`src/rtl/call_ctrl.sv`:
```
// ---------------------------------------------------------------------------
// call_ctrl -- sequencing controller for the PLC CPU return stack.
//
// The only driver of the stack's call/ret/reset controls. Accepts one-hot
// call/return requests from the decoder plus a level interrupt request,
// serialises them into single-cycle stack operations, redirects the PC,
// tracks live stack depth and raises a sticky fault on overflow, underflow
// or a return-from-interrupt outside an ISR. The stack is flushed on every
// entry to INIT (after reset and after a fault is cleared).
//
// Handshake: a request is consumed only in a cycle where ready_o=1. The
// decoder requests are one-hot. irq_req_i is a level that stays high until
// it is acknowledged (irq_ack_o). A request that is lost to priority, or
// arrives while ready_o=0, is not remembered.
//
// Ports
//   clk_i              system clock, rising edge
//   rst_ni             asynchronous active-low reset
//   instr_call_i       decoder call request
//   instr_ret_i        decoder return request
//   irq_ret_i          return-from-interrupt request
//   irq_req_i          level interrupt request
//   pc_in_i            call instruction address / next instruction (irq)
//   call_target_i      call destination
//   stack_return_to_i  stack top (+1), combinational from the stack
//   fault_clear_i      leave FAULT
//   ready_o            request accepted this cycle
//   stack_call_o       push stack_called_from_o
//   stack_ret_o        pop
//   stack_reset_o      flush the stack
//   stack_called_from_o value pushed on stack_call_o
//   pc_load_o          load pc_next_o into the PC
//   pc_next_o          PC redirect value
//   irq_ack_o          one-cycle interrupt acknowledge
//   in_isr_o           executing an ISR (masks irq_req_i)
//   depth_o            live stack entries
//   fault_o            sticky fault
//   fault_code_o       1 overflow, 2 underflow, 3 irq_ret outside ISR
//   state_o            current FSM state (debug)
// ---------------------------------------------------------------------------
module call_ctrl #(
    parameter int                     PC_WIDTH   = 16,
    parameter int                     DEPTH      = 15,
    parameter logic [PC_WIDTH-1:0]    IRQ_VECTOR = '0,
    localparam int                    DW         = $clog2(DEPTH + 1)
) (
    input  logic                clk_i,
    input  logic                rst_ni,
    input  logic                instr_call_i,
    input  logic                instr_ret_i,
    input  logic                irq_ret_i,
    input  logic                irq_req_i,
    input  logic [PC_WIDTH-1:0] pc_in_i,
    input  logic [PC_WIDTH-1:0] call_target_i,
    input  logic [PC_WIDTH-1:0] stack_return_to_i,
    input  logic                fault_clear_i,
    output logic                ready_o,
    output logic                stack_call_o,
    output logic                stack_ret_o,
    output logic                stack_reset_o,
    output logic [PC_WIDTH-1:0] stack_called_from_o,
    output logic                pc_load_o,
    output logic [PC_WIDTH-1:0] pc_next_o,
    output logic                irq_ack_o,
    output logic                in_isr_o,
    output logic [DW-1:0]       depth_o,
    output logic                fault_o,
    output logic [1:0]          fault_code_o,
    output logic [2:0]          state_o
);

    typedef enum logic [2:0] {
        S_INIT    = 3'd0,
        S_IDLE    = 3'd1,
        S_EXEC    = 3'd2,
        S_IRQ_VEC = 3'd3,
        S_FAULT   = 3'd4
    } state_t;

    localparam logic [DW-1:0] DEPTH_MAX = DW'(DEPTH);
    localparam logic [DW-1:0] ONE_D     = DW'(1);

    state_t                state_q;
    logic                  ready_q;
    logic                  stack_call_q;
    logic                  stack_ret_q;
    logic                  stack_reset_q;
    logic [PC_WIDTH-1:0]   called_from_q;
    logic                  pc_load_q;
    logic [PC_WIDTH-1:0]   pc_next_q;
    logic                  irq_ack_q;
    logic                  in_isr_q;
    logic [DW-1:0]         depth_q;
    logic                  fault_q;
    logic [1:0]            fault_code_q;
    // Set when the pop in EXEC is a return from interrupt, so in_isr
    // clears at the same edge as the depth decrement.
    logic                  isr_ret_q;

    always_ff @(posedge clk_i or negedge rst_ni) begin
        if (!rst_ni) begin
            state_q       <= S_INIT;
            ready_q       <= 1'b0;
            stack_call_q  <= 1'b0;
            stack_ret_q   <= 1'b0;
            stack_reset_q <= 1'b0;
            called_from_q <= '0;
            pc_load_q     <= 1'b0;
            pc_next_q     <= '0;
            irq_ack_q     <= 1'b0;
            in_isr_q      <= 1'b0;
            depth_q       <= '0;
            fault_q       <= 1'b0;
            fault_code_q  <= 2'd0;
            isr_ret_q     <= 1'b0;
        end else begin
            // Single-cycle pulses default low every cycle.
            ready_q       <= 1'b0;
            stack_call_q  <= 1'b0;
            stack_ret_q   <= 1'b0;
            stack_reset_q <= 1'b0;
            pc_load_q     <= 1'b0;
            irq_ack_q     <= 1'b0;

            case (state_q)
                S_INIT: begin
                    // Coming out of reset the flush pulse is not yet up, so
                    // INIT spends one cycle raising it; entry from FAULT
                    // raises it on the way in.
                    if (!stack_reset_q) begin
                        stack_reset_q <= 1'b1;
                        depth_q       <= '0;
                        in_isr_q      <= 1'b0;
                    end else begin
                        state_q <= S_IDLE;
                        ready_q <= 1'b1;
                    end
                end

                S_IDLE: begin
                    if (irq_ret_i) begin
                        if (!in_isr_q) begin
                            state_q      <= S_FAULT;
                            fault_q      <= 1'b1;
                            fault_code_q <= 2'd3;
                        end else if (depth_q == '0) begin
                            state_q      <= S_FAULT;
                            fault_q      <= 1'b1;
                            fault_code_q <= 2'd2;
                        end else begin
                            // Stack top does not move until the pop edge at
                            // the end of EXEC, so sampling it here gives the
                            // same value as sampling it in EXEC.
                            state_q     <= S_EXEC;
                            stack_ret_q <= 1'b1;
                            pc_load_q   <= 1'b1;
                            pc_next_q   <= stack_return_to_i;
                            isr_ret_q   <= 1'b1;
                        end
                    end else if (instr_ret_i) begin
                        if (depth_q == '0) begin
                            state_q      <= S_FAULT;
                            fault_q      <= 1'b1;
                            fault_code_q <= 2'd2;
                        end else begin
                            state_q     <= S_EXEC;
                            stack_ret_q <= 1'b1;
                            pc_load_q   <= 1'b1;
                            pc_next_q   <= stack_return_to_i;
                        end
                    end else if (instr_call_i) begin
                        if (depth_q == DEPTH_MAX) begin
                            state_q      <= S_FAULT;
                            fault_q      <= 1'b1;
                            fault_code_q <= 2'd1;
                        end else begin
                            state_q       <= S_EXEC;
                            stack_call_q  <= 1'b1;
                            called_from_q <= pc_in_i;
                            pc_load_q     <= 1'b1;
                            pc_next_q     <= call_target_i;
                        end
                    end else if (irq_req_i && !in_isr_q && (depth_q < DEPTH_MAX)) begin
                        // The stack returns stored+1, so push pc_in-1 to
                        // resume at pc_in.
                        state_q       <= S_EXEC;
                        stack_call_q  <= 1'b1;
                        called_from_q <= pc_in_i - PC_WIDTH'(1);
                        irq_ack_q     <= 1'b1;
                    end else begin
                        ready_q <= 1'b1;
                    end
                end

                S_EXEC: begin
                    // Depth moves in lockstep with the stack offset.
                    if (stack_call_q) begin
                        depth_q <= depth_q + ONE_D;
                    end else if (stack_ret_q) begin
                        depth_q <= depth_q - ONE_D;
                    end
                    if (isr_ret_q) begin
                        in_isr_q <= 1'b0;
                    end
                    isr_ret_q <= 1'b0;
                    if (irq_ack_q) begin
                        state_q   <= S_IRQ_VEC;
                        pc_load_q <= 1'b1;
                        pc_next_q <= IRQ_VECTOR;
                        in_isr_q  <= 1'b1;
                    end else begin
                        state_q <= S_IDLE;
                        ready_q <= 1'b1;
                    end
                end

                S_IRQ_VEC: begin
                    state_q <= S_IDLE;
                    ready_q <= 1'b1;
                end

                S_FAULT: begin
                    if (fault_clear_i) begin
                        state_q       <= S_INIT;
                        stack_reset_q <= 1'b1;
                        depth_q       <= '0;
                        in_isr_q      <= 1'b0;
                        fault_q       <= 1'b0;
                        fault_code_q  <= 2'd0;
                    end
                end

                default: begin
                    state_q <= S_INIT;
                end
            endcase
        end
    end

    assign ready_o             = ready_q;
    assign stack_call_o        = stack_call_q;
    assign stack_ret_o         = stack_ret_q;
    assign stack_reset_o       = stack_reset_q;
    assign stack_called_from_o = called_from_q;
    assign pc_load_o           = pc_load_q;
    assign pc_next_o           = pc_next_q;
    assign irq_ack_o           = irq_ack_q;
    assign in_isr_o            = in_isr_q;
    assign depth_o             = depth_q;
    assign fault_o             = fault_q;
    assign fault_code_o        = fault_code_q;
    assign state_o             = state_q;

endmodule

```
`config.mk`:
```
export PLATFORM = sky130hd
export DESIGN_NAME = call_ctrl
export DESIGN_NICKNAME = d
export VERILOG_FILES = /design/src/rtl/call_ctrl.sv
export SDC_FILE = /design/constraint.sdc
export NUM_CORES = 1
export LEC_CHECK = 0
export CORE_MARGIN = 8
export CORE_UTILIZATION = 39
export DETAILED_ROUTE_END_ITERATION = 16
export PLACE_DENSITY = 0.68
export REMOVE_ABC_BUFFERS = 1
export SYNTH_ARGS = -nofsm -noshare
export SYNTH_HDL_FRONTEND = slang
export SYNTH_SLANG_ARGS = --single-unit
export TNS_END_PERCENT = 5
```
`constraint.sdc`:
```
create_clock -name clk_i -period 2.3 [get_ports clk_i]
set_input_delay 0.46 -clock clk_i [delete_from_list [all_inputs] [get_ports clk_i]]
set_output_delay 0.46 -clock clk_i [all_outputs]
set_load 0.1 [all_outputs]
```
---- Word level (Yosys, flattened, before mapping) ----
Index checks and enable logic that the tools add are counted.
word-level totals
  register bits ........................... 50
  output and inout port bits .............. 49
  word-level logic and storage cells ...... 137
operators by class
  $add $sub $neg .......................... 3
  order comparisons ....................... 1
  eq/ne operators ......................... 20
  muxes and demuxes ....................... 81
  bitwise operators ....................... 2
  reduce and logical (&&, ||, !) cells .... 16
operator list
  operator                                            number
  2-to-1 mux 16 bit                                   10
  2-to-1 mux 1 bit                                    40
  case mux 16 bit (2 select lines)                    1
  2-to-1 mux 3 bit                                    9
  2-to-1 mux 2 bit                                    8
  2-to-1 mux 4 bit                                    4
  inequality test 2 bit, second input constant        8
  AND reduction 4 bit                                 4
  subtractor 16 x 1 -> 16 bit, second input constant  1
  case mux 3 bit (5 select lines)                     1
  inequality test 4 bit, second input constant        3
  case mux 4 bit (3 select lines)                     1
  AND reduction 5 bit                                 2
  inequality test 3 bit, second input constant        3
  case mux 1 bit (2 select lines)                     4
  == test 3 x 2 -> 1 bit, second input constant       2
  nonzero test 2 bit                                  3
  inequality test 5 bit, second input constant        1
  adder 4 x 1 -> 4 bit, second input constant         1
  == test 4 bit, second input constant                1
  logical NOT 4 bit                                   1
  < comparator 4 bit, second input constant           1
  case mux 1 bit (4 select lines)                     1
  case mux 2 bit (2 select lines)                     1
  10 further kinds                                    12

---- Depth between registers and ports, before layout ----
  word-level depth ........................ 8
  mapped depth ............................ 7
  depth with buffers taken out ............ 7

---- Worst setup path before layout ----
Ideal clock, no wire load.
  path type ............................... reg-to-reg
  start ................................... register state_q[0], in the netlist state_o[0]
  end ..................................... register pc_next_q[10], in the netlist pc_next_o[10]
  setup time .............................. 0.073 ns
  data arrival time ....................... 2.375 ns
  data required time ...................... 2.227 ns
  setup slack ............................. -0.149 ns
  stages on the path, launching flop included .. 8
  buffers on the path ..................... 2
  clock period less this slack ............ 2.449 ns
  cell sequence ........................... dfrtp_1 -> buf_4 -> nor3b_4 -> o21ai_2 -> o22ai_4 -> a21boi_4 -> buf_6 -> a2bb2oi_2
between the ends
  longest elaborated chain between the ends .. 3
ends and longest elaborated chain
  element                                                               line  RTL
  from (decl)                                                           83    state_t state_q;
  from (signal assigned)                                                102   state_q <= S_INIT;
  from (signal assigned)                                                135   state_q <= S_IDLE;
  from (signal assigned)                                                143   state_q <= S_FAULT;
  == test 3 x 1 -> 1 bit or == test 3 x 2 -> 1 bit (tied branches)      125   case (state_q)
  inequality test 4 bit (no source line), or another cell as far along  --
  AND reduction 5 bit (no source line)                                  --
  to (signal assigned)                                                  157   pc_next_q <= stack_return_to_i;
  to (signal assigned)                                                  169   pc_next_q <= stack_return_to_i;
  to (signal assigned)                                                  181   pc_next_q <= call_target_i;
  to (decl)                                                             90    logic [PC_WIDTH-1:0] pc_next_q;
Several ways; a longest one is shown, not always the timed one.
A chain may end at the register's enable or synchronous reset.

---- Final worst setup path ----
  start ................................... input pc_in_i[8]
  end ..................................... register called_from_q[14], in the netlist stack_called_from_o[14]
between the ends
  longest elaborated chain between the ends .. 3
ends and longest elaborated chain
  element                      line  RTL
  from (decl)                  53    input logic [PC_WIDTH-1:0] pc_in_i,
  subtractor 16 x 1 -> 16 bit  188   called_from_q <= pc_in_i - PC_WIDTH'(1);
  2-to-1 mux 16 bit            183   end else if (irq_req_i && !in_isr_q && (depth_q < DEPTH_MAX)) begin
  2-to-1 mux 16 bit            171   end else if (instr_call_i) begin
  to (signal assigned)         179   called_from_q <= pc_in_i;
  to (signal assigned)         188
  to (decl)                    88    logic [PC_WIDTH-1:0] called_from_q;
No other way between the ends. The select of a mux whose other input is x is not followed.

==> results summary <==
The number of instances in the synthesized netlist came out at about 260. The max-cap violation count is 0. The number of primary I/O pins is between 100 and 150. Summed over all failing endpoints, the final setup total negative slack is 0 ns. The reg-to-reg setup timing slack is 0.39 ns. The area of the die came out at between 9000 and 10000 um^2.

The global-route wire length before repair came out at 12300 um. The number of buffers created by CTS is 5. The maximum buffer depth of the clock tree is 2.

The die is between 90 and 100 um wide. In the final routed layout, each cell accounts on average for approximately 16 um. Once the clock tree was built, the resizer swapped 0 gates to a different size.

The register area share after synthesis is between 40 and 50%. The number of violations reported at the end of detailed-routing iteration 0 is 62. Setup violations remaining at the end of the flow were counted as 0. The half-perimeter wire length after detailed placement is ~6000 um. The area occupied by registers is ~1300 um^2. In this run the worst hold path is classified as primary input to asynchronous set/reset pin. Counting every sink on the clock net gives 50.

The count of different cell masters after synthesis is 55. The number of cell instances on the worst register-to-register path is 7. The initial antenna violation count came out at 0. The height of the die is 99.8 um. The total overflow reported by the global router is 0. Dividing the detail-routed via count by the number of cells gives around 5.0.

Setup repair after global routing left no endpoint under its margin. Entering global routing, the biggest net connects 34 pins. The antenna diode count is 0. In the final layout, the multi-input gates occupy ~1400 um^2. The signed area change from the synthesized netlist to the final layout came out at 45.5%.

The overall fraction of global-route tracks in use came out at approximately 15%. Hold is met by 0.150 ns. The number of pins with negative max-slew slack in the final report is 0.

Input and output buffers added on the ports amount to approximately 100. The worst-case clock skew is 0.0122 ns. The cell area after technology mapping came out at 2740 um^2.

The clock transition at the register clock pins on the worst setup and hold paths after CTS is approximately 0.10 ns. At the later pin of the worst-skew pair, clock insertion delay measures ~0.31 ns. The H-tree was split into 2 levels. The minimum clock period after layout came out at just over 2 ns. In this run the clock root is driven by a clkbuf_8.

The number of setup buffers added after CTS is 0. The final routed DRC violation total is 0. The share of flip-flops with an asynchronous set or reset is 100%. The number of global-route vias before repair came out at 2488. The category of the worst setup path capture point is a flop. In this run the critical register-to-register path is captured at depth_o[3]. The total area inside the core boundary comes to roughly 6800 um^2.

The synthesized flop and latch total came out at 50. The required time reported for the critical path endpoint is around 2.5 ns. The quantity of hold-fixing buffers added after cts came out at 0. Before antenna repair, the detailed router went through 4 iterations. TritonCTS built the clock tree. A synthesized cell averages approximately 11 um^2. The maximum frequency from static timing analysis came out at roughly 500 MHz. At the end of routability-driven placement, the weighted congestion stood at 0.889. The number of nets with antenna violations after routing is 0. The type of origin of the critical path is a primary input. The type of the worst setup path is primary input to flop.

The initial utilization of the core area, before any placement, comes to 40.3%. The share of the clock period used by the worst path came out at roughly 88%. The number of nets in the finished design came out at 437. The worst-path maximum fanout came out at 4. The warning count from the yosys run is 0. The fraction of layout instances using a drive strength above 1 is 29.3%. At the worst endpoint, the arrival time is approximately 2.2 ns. Yosys mapped a number of flops with a built-in enable equal to 0. The number of vias in the routed layout came out at 2388. For the pin with the worst max-slew slack, the measured transition is just under 0.6 ns. The number of endpoints with negative hold slack in the final report is 0. The normalized max-slew margin is 60.9%. The run finished with clean final reports.

The overall routed net length came out at around 7400 um. In the synthesized netlist the dominant register cell turns out to be dfrtp_1. The startpoint identified for the worst register-to-register timing path is stack_call_o. The number of standard-cell rows in the floorplan came out at 30. The number of fillers in the final layout is between 600 and 700.
cells by family (layout without fill, tap and decap cells):
logic type,count (synthesis),count (layout),synth area share [%]
XOR/XNOR,16,16,5.12
flip-flops,50,50,45.7
AND/OR/NAND/NOR,80,80,16.5
AO/OA/AOI/OAI,82,82,25.4
buffers and inverters,26,146,4.84
adder cells (fa/ha/maj),4,4,2.10
multiplexers,1,1,0.366
stage by stage:
| step | area (um^2) | util, % | setup slack [ns] | instances |
|---|---|---|---|---|
| floorplan | 2650 | - | -0.643 | 244 |
| global placement | 3890 | 57.3 | -0.0121 | 467 |
| detailed placement | 3890 | 57.3 | -0.0607 | 467 |
| CTS | 3980 | 58.6 | 0.271 | 475 |
| global route | 3980 | 58.6 | 0.207 | 475 |
| finish | 3980 | 58.6 | 0.281 | 475 |
worst max-delay path, stage by stage:
cell and delay (ns):
clkdlybuf4s50_1 0.43, or3_4 0.39, or4_4 0.47, nor4_4 0.24, xnor2_1 0.16, o21ai_2 0.06
state kept, by name, summed over array words and instances, names as in the netlist:
register and count:
ready_o 1, stack_reset_o 1, pc_load_o 1, stack_ret_o 1
irq_ack_o 1, pc_next_o 16, fault_code_o 2, depth_o 4
stack_called_from_o 16, stack_call_o 1, in_isr_o 1, isr_ret_q 1
fault_o 1, state_o 3
cells in the mapped netlist (all sizes together) (4+ instances only):
cell | number | area share [%]
a21o | 4 | 1.1
a21oi | 10 | 1.8
a2bb2oi | 16 | 7.4
buf | 10 | 2.7
clkbuf | 5 | 0.69
dfrtp | 50 | 46
inv | 11 | 1.5
nand2 | 28 | 3.8
nand2b | 4 | 0.91
nor2 | 14 | 1.9
nor3 | 9 | 2.2
nor4 | 5 | 1.7
o21ai | 21 | 4.1
o221ai | 16 | 5.1
xnor2 | 12 | 3.8
xor2 | 4 | 1.3
area by class of cell:
class                   count  share of cell area, %
repair buffers            127                   28.1
clock buffers               5                   1.73
flip-flops and latches     50                   31.4
inverters                  11                   1.04
clock inverters             3                  0.534
well taps                  96                   3.02
multi-input cells         183                   34.1
cell usage in the layout (no fill, tap or decap), drive strengths merged, types with 4 or more instances in the layout:
| cell | instances |
|---|---|
| clkdlybuf4s50 | 53 |
| o221ai | 16 |
| o21ai | 21 |
| xor2 | 4 |
| dfrtp | 50 |
| inv | 11 |
| buf | 74 |
| nor2 | 14 |
| xnor2 | 12 |
| nor4 | 5 |
| clkbuf | 5 |
| a21o | 4 |
| nand2b | 4 |
| a21oi | 10 |
| a2bb2oi | 16 |
| nand2 | 28 |
| nor3 | 9 |
worst max-delay path by stage:
| stage | from | to | slack [ns] | cells past startpoint |
|---|---|---|---|---|
| after floorplan | in_isr_o | stack_called_from_o[10] | -0.64 | 3 |
| after global placement | pc_in_i[8] | stack_called_from_o[14] | -0.01 | 6 |
| after detailed placement | pc_in_i[8] | stack_called_from_o[14] | -0.06 | 6 |
| after CTS | pc_in_i[8] | stack_called_from_o[14] | 0.27 | 6 |
| after global routing | instr_ret_i | pc_next_o[2] | 0.21 | 7 |
| final | pc_in_i[8] | stack_called_from_o[14] | 0.28 | 6 |
layer usage:
metal | part of all wire, % | vias to the layer above | track usage [%]
met1 | 45 | 1086 | 18.4
met4 | 1.1 | 0 | 2.91
met2 | 43 | 100 | 23.8
met3 | 11 | 9 | 6.92
met5 | 0 | - | 0
li1 | - | 1193 | -
Power is left out: the tool's default activity adds up to more than one toggle a clock period on the data nets, which glitch-free logic cannot reach.
